$ cat src/rtl/cnn_pkg.sv
// Shared constants, datapath types and FSM encoding for the convolution MAC engine.
package cnn_pkg;

  localparam int unsigned DATA_W    = 16;
  localparam int unsigned FRAC_W    = 8;
  localparam int unsigned ACC_W     = 40;
  localparam int unsigned TAPS      = 25;
  localparam int unsigned POSITIONS = 144;

  localparam int unsigned TAP_W = $clog2(TAPS);
  localparam int unsigned POS_W = $clog2(POSITIONS);

  typedef logic signed [DATA_W-1:0] data_t;
  typedef logic signed [ACC_W-1:0]  acc_t;

  typedef enum logic [2:0] {
    IDLE,
    ACCUM,
    FINISH,
    OUT,
    DONE
  } mac_state_t;

endpackage

$ cat src/rtl/mac_lane.sv
// One MAC lane: signed accumulator plus round / bias / ReLU / saturate into a result register.
module mac_lane
  import cnn_pkg::*;
(
  input  logic              clk,
  input  logic              reset,
  input  logic              clear,
  input  logic              acc_en,
  input  logic              finish,
  input  logic [DATA_W-1:0] pix,
  input  logic [DATA_W-1:0] weight,
  input  logic [DATA_W-1:0] bias,
  output logic [DATA_W-1:0] result
);

  localparam acc_t RoundHalf = acc_t'(1) <<< (FRAC_W - 1);
  localparam acc_t SatMax    = acc_t'((1 << (DATA_W - 1)) - 1);

  logic signed [2*DATA_W-1:0] prod;
  acc_t  acc_q, acc_d;
  acc_t  rounded, summed;
  data_t result_q, result_d;

  always_comb begin
    prod = (2*DATA_W)'($signed(pix)) * (2*DATA_W)'($signed(weight));

    acc_d = acc_q;
    if (clear) begin
      acc_d = '0;
    end else if (acc_en) begin
      acc_d = acc_q + acc_t'(prod);
    end

    // Round half up, then add bias before clamping to the non-negative data range.
    rounded = (acc_q + RoundHalf) >>> FRAC_W;
    summed  = rounded + acc_t'($signed(bias));
    if (summed < 0) begin
      result_d = '0;
    end else if (summed > SatMax) begin
      result_d = data_t'(SatMax);
    end else begin
      result_d = data_t'(summed);
    end
  end

  always_ff @(posedge clk) begin
    if (reset) begin
      acc_q    <= '0;
      result_q <= '0;
    end else begin
      acc_q <= acc_d;
      if (finish) begin
        result_q <= result_d;
      end
    end
  end

  assign result = result_q;

endmodule

$ cat src/rtl/conv_mac_engine.sv
// Four-lane convolution MAC engine: tap/position sequencing FSM driving four mac_lane datapaths.
module conv_mac_engine
  import cnn_pkg::*;
(
  input  logic              clk,
  input  logic              reset,
  input  logic              start,
  input  logic [DATA_W-1:0] bias,
  input  logic              in_valid,
  output logic              in_ready,
  input  logic [DATA_W-1:0] pix0,
  input  logic [DATA_W-1:0] pix1,
  input  logic [DATA_W-1:0] pix2,
  input  logic [DATA_W-1:0] pix3,
  input  logic [DATA_W-1:0] weight,
  output logic              out_valid,
  input  logic              out_ready,
  output logic [DATA_W-1:0] out_data0,
  output logic [DATA_W-1:0] out_data1,
  output logic [DATA_W-1:0] out_data2,
  output logic [DATA_W-1:0] out_data3,
  output logic              busy,
  output logic              done
);

  mac_state_t        state_q, state_d;
  logic [TAP_W-1:0]  tap_q, tap_d;
  logic [POS_W-1:0]  pos_q, pos_d;
  logic [DATA_W-1:0] bias_q, bias_d;

  logic lane_clear, acc_en, finish, out_hs;

  logic [DATA_W-1:0] lane_pix    [4];
  logic [DATA_W-1:0] lane_result [4];

  always_comb begin
    state_d    = state_q;
    tap_d      = tap_q;
    pos_d      = pos_q;
    bias_d     = bias_q;
    lane_clear = 1'b0;

    in_ready  = (state_q == ACCUM);
    out_valid = (state_q == OUT);
    busy      = (state_q != IDLE);
    done      = (state_q == DONE);
    acc_en    = in_ready & in_valid;
    finish    = (state_q == FINISH);
    out_hs    = out_valid & out_ready;

    unique case (state_q)
      IDLE: begin
        if (start) begin
          state_d    = ACCUM;
          bias_d     = bias;
          tap_d      = '0;
          pos_d      = '0;
          lane_clear = 1'b1;
        end
      end
      ACCUM: begin
        if (acc_en) begin
          if (tap_q == TAP_W'(TAPS - 1)) begin
            state_d = FINISH;
          end else begin
            tap_d = tap_q + 1'b1;
          end
        end
      end
      FINISH: state_d = OUT;
      OUT: begin
        if (out_hs) begin
          lane_clear = 1'b1;
          tap_d      = '0;
          if (pos_q == POS_W'(POSITIONS - 1)) begin
            state_d = DONE;
          end else begin
            pos_d   = pos_q + 1'b1;
            state_d = ACCUM;
          end
        end
      end
      DONE:    state_d = IDLE;
      default: state_d = IDLE;
    endcase
  end

  always_ff @(posedge clk) begin
    if (reset) begin
      state_q <= IDLE;
      tap_q   <= '0;
      pos_q   <= '0;
      bias_q  <= '0;
    end else begin
      state_q <= state_d;
      tap_q   <= tap_d;
      pos_q   <= pos_d;
      bias_q  <= bias_d;
    end
  end

  assign lane_pix = '{pix0, pix1, pix2, pix3};

  for (genvar l = 0; l < 4; l++) begin : g_lane
    mac_lane u_lane (
      .clk    (clk),
      .reset  (reset),
      .clear  (lane_clear),
      .acc_en (acc_en),
      .finish (finish),
      .pix    (lane_pix[l]),
      .weight (weight),
      .bias   (bias_q),
      .result (lane_result[l])
    );
  end

  assign out_data0 = lane_result[0];
  assign out_data1 = lane_result[1];
  assign out_data2 = lane_result[2];
  assign out_data3 = lane_result[3];

endmodule

$ cat config.mk
export PLATFORM = sky130hd
export DESIGN_NAME = conv_mac_engine
export DESIGN_NICKNAME = d
export VERILOG_FILES = /design/src/rtl/cnn_pkg.sv /design/src/rtl/mac_lane.sv /design/src/rtl/conv_mac_engine.sv
export SDC_FILE = /design/constraint.sdc
export NUM_CORES = 2
export LEC_CHECK = 0
export CAP_MARGIN = 20
export CORE_AREA = 5 5 373 375
export DETAILED_ROUTE_END_ITERATION = 8
export DIE_AREA = 0 0 378 380
export PLACE_DENSITY = 0.66
export SLEW_MARGIN = 20
export SYNTH_ARGS = -nofsm -noshare
export SYNTH_HDL_FRONTEND = slang
export SYNTH_SLANG_ARGS = --single-unit
export TNS_END_PERCENT = 5
$ cat constraint.sdc
create_clock -name clk -period 27.3 [get_ports clk]
set_input_delay 8.19 -clock clk [delete_from_list [all_inputs] [get_ports clk]]
set_output_delay 8.19 -clock clk [all_outputs]
set_load 0.02 [all_outputs]
==> results.md <==
| Group | Parameter | Value |
| --- | --- | --- |
| worst setup path | Slowest stage delay, CP | 0.69 ns |
| clock tree | CTS Buf Count | 36 |
| yosys | Number of flops mapped to enable cells by yosys | 0 |
| min path | Hold/Removal Path Class | reg2reg |
| clock tree | Resize count post-CTS | 0 |
| clock tree | H-tree level count | 2 |
| yosys | Post-synth top flop | dfxtp_1 |
| yosys | Net Count, Synth | 9813 |
| yosys | Yosys top cell area share | 0.394 |
| timing | Setup Skew | 0.0280 ns |
| yosys | Total of flip-flops plus latches after synthesis | 256 |
| clock tree | Clock sink count | 256 |
| routing | DR iter-0 viols | 3104 |
| grt | Antenna violations before repair | 6 |
| timing | Setup repair after global routing missed its margin | no |
| cells and area | Post-route design area | 0.0716 sq mm |
| yosys | Post-Synth XOR/XNOR Area | 0.0463 |
| cells and area | Share of layout cells above drive strength 1 | 0.0218 |
| grt | Met1 track utilization from global routing | 0.332 |
| floorplan | Row count | 135 |
| placement | Port-buffer cells | 168 |
| yosys | Syn Area/Cell | 8.64 sq um |
| grt | Residual overflow from global routing | 0 |
| clock tree | Maximum buffer depth of the clock tree | 3 |
| worst setup path | Crit end category | flop |
| cells and area | Most frequent cells in the layout | inv_1, fa_1, nand2_1 |
| worst setup path | Startpoint class of the critical path | input port |
| routing | Remaining routing DRC violations | 0 |
| job | Max-cap check violation count | 0 |
| worst setup path | Worst setup path class | in2reg |
| yosys | Part of the Yosys area used for sequential elements | 0.0762 |
| grt | Grt met2 use | 0.444 |
| clock tree | Clock tree from TritonCTS | done |
| worst setup path | Worst path most repeated cell | fa_1 |
| status | Result of the run | complete, no violations |
| grt | First-pass GRT wire length | 297000 um |
| yosys | Portion of netlist area occupied by mux cells | 0.00260 |
| worst setup path | Slowest CP cell | a2111oi_0 |
| clock tree | Root buf cell | clkbuf_16 |
| clock tree | Clock-pin transition on the worst setup and hold timing paths | 0.06 ns |
| floorplan | Die area | 0.144 sq mm |
| timing | Final Slew Violations | 0 |
| yosys | Compound-Gate Fraction of Synth Area | 0.102 |
| timing | Min cycle time layout | 15.63 ns |
| routing | Total number of vias | 52000 |
| grt | Most used routing layer in global routing | met2 |
| cells and area | Most common library cell in the layout ignoring fill and taps | inv_1 |
| placement | HPWL Detailed | 148000 um |
| cells and area | Fillers | 12400 |
| yosys | Combinational family with the most area after synthesis | adder cells |
| grt | Via count of the first global-routing pass | 55000 |
| yosys | Post-synthesis async set-or-reset flop share | 0 |
| worst setup path | Maximum fanout encountered on the critical timing path | 39 |
| clock tree | Insertion delay of the later-clocked pin in the worst-skew pair | 0.61 ns |
| clock tree | Post-CTS Setup Repair Bufs | 0 |
| grt | GR met3 Demand/Resource | 0.0279 |
| timing | Final worst-path cycle share | 0.573 |
| worst setup path | Crit path max-delay family | adder cells |
| yosys | Netlist area before placement | 0.0673 sq mm |
| cells and area | Number of nets in the layout | 9758 |
| grt | Largest net degree at the start of global routing | 78 |
| grt | GRT Util Overall | 0.258 |
| routing | Via-to-Cell Ratio | 5.45 |
| worst setup path | Count of buffer and inverter cells on the critical path | 7 |
| placement | Post-place instance area | 0.0703 sq mm |
| routing | Final WL | 183000 um |
| floorplan | Die width | 378 um |
| cells and area | Relative area change from synthesis to final layout | 6.46% |
| timing | Final setup viols | 0 |
| timing | Worst-Margin Slew | 1.04 ns |
| clock tree | Hold-fix buffers, CTS | 0 |
| yosys | Area share of and/or/nand/nor cells after synthesis | 0.160 |
| routing | Number of routed nets with antenna violations | 0 |
| routing | Drt pass-1 iters | 5 |
| yosys | Count of mapped cells out of synthesis | 7793 |
| cells and area | Core occupancy in the finished layout | 0.531 |
| timing | Fmax | 0.0640 GHz |
| yosys | Count of cell types in the netlist | 92 |
| timing | Final hold violations | 0 |
| routing | Post-DR wirelength/cell | 19.1 um |
| yosys | Area share of fa/ha/maj cells after synthesis | 0.504 |
| yosys | Cell types occupying the most area after synthesis | fa_1, ha_1, inv_1 |
| placement | Gp weighted congestion | 0.954 |
| worst setup path | CP required | 27.74 ns |
| timing | Setup_tns | 0 ns |
| timing | Rel. slew slack | 0.299 |
| yosys | Cell type with the largest total area after synthesis | fa_1 |
| worst setup path | Data arrival time of the critical path | 16.07 ns |
| floorplan | Number of top-level pins | 169 |
| floorplan | Total core area | 0.135 sq mm |
| floorplan | Chip height | 380 um |
| yosys | Yosys warning count | 0 |
| floorplan | Initial standard-cell utilization of the core | 0.499 |
[per-stage QoR]
| stage | cells | hold slack, ns | worst slack, ns |
|---|---|---|---|
| floorplan | 7793 | 0.432 | 12.71 |
| global placement | 9480 | 0.441 | 11.10 |
| detailed placement | 9481 | 0.444 | 11.09 |
| CTS | 9546 | 0.458 | 11.71 |
| global route | 9546 | 0.476 | 11.26 |
| finish | 9551 | 0.456 | 11.67 |
[state kept, by name (all words and copies together) (netlist names)]
name                  cells
bias_q                   16
g_lane.u_lane.acc_q     160
g_lane.u_lane.result     64
pos_q                     8
state_q                   3
tap_q                     5
[synthesized netlist by cell type, drive strengths merged (12+ instances only)]
library cell     n
inv           1633
fa            1324
nand2          980
ha             595
and2           466
a21oi          393
clkbuf         289
nor2           268
dfxtp          256
xnor2          244
o21ai          185
nand3          131
a21o           123
xor2           112
nor3            63
nand4           60
and3            59
nand2b          54
a31oi           49
o21bai          45
o21a            40
nor2b           36
a211oi          34
nor4            29
o211ai          24
o31ai           21
or3             19
a311oi          17
a22oi           16
and4            16
nor3b           15
buf             14
a221oi          13
mux2i           13
a211o           12
[worst reg2reg max path: stages, from the launching register on]
cell	delay [ns]
dfxtp_1	0.62
ha_1	0.35
fa_1	0.50
fa_1	0.51
inv_1	0.05
fa_1	0.52
inv_1	0.05
fa_1	0.45
ha_1	0.35
a21o_1	0.22
o41ai_2	0.48
o2bb2ai_1	0.18
o221ai_1	0.62
o21ai_1	0.30
a31oi_1	0.36
nor2b_1	0.09
o31ai_1	0.38
a21o_1	0.20
a31oi_1	0.08
[final timing paths]
check                                                start                          to  slack (ns)  depth (start not counted)
worst max-delay path                             weight[1]  g_lane[0].u_lane.acc_q[39]       11.67                         26
worst min-delay path            g_lane[0].u_lane.acc_q[15]  g_lane[0].u_lane.acc_q[15]        0.46                          2
worst max register to register  g_lane[2].u_lane.acc_q[10]  g_lane[2].u_lane.acc_q[39]       20.84                         18
worst min register to register  g_lane[0].u_lane.acc_q[15]  g_lane[0].u_lane.acc_q[15]        0.46                          2
[routing by layer]
| layer | share of wire | vias to the layer above |
|---|---|---|
| li1 | - | 24200 |
| met1 | 0.41 | 26200 |
| met2 | 0.49 | 1335 |
| met3 | 0.048 | 286 |
| met4 | 0.046 | 2 |
| met5 | 0.000071 | - |
[logic make-up after synthesis]
logic type | Yosys count
buffers and inverters | 1936
AOI/OAI and AO/OA | 1077
xor gates and xnor gates | 356
adders and majority gates | 1919
and+or+nand+nor | 2232
muxes | 17
DFF | 256
[area by class of cell]
type / instances / area [sq um] / share of cell area
flip-flops and latches: 256 / 5130 / 0.0716
diodes: 5 / 12.5 / 0.000175
well taps: 1781 / 2230 / 0.0311
repair buffers: 210 / 1920 / 0.0268
multi-input cells: 5601 / 54900 / 0.766
inverters: 1633 / 6130 / 0.0856
clock inverters: 22 / 347 / 0.00484
clock buffers: 43 / 967 / 0.0135
Power is not shown: default switching activity piles up to over one toggle a cycle in this logic, so the estimate is an artifact.
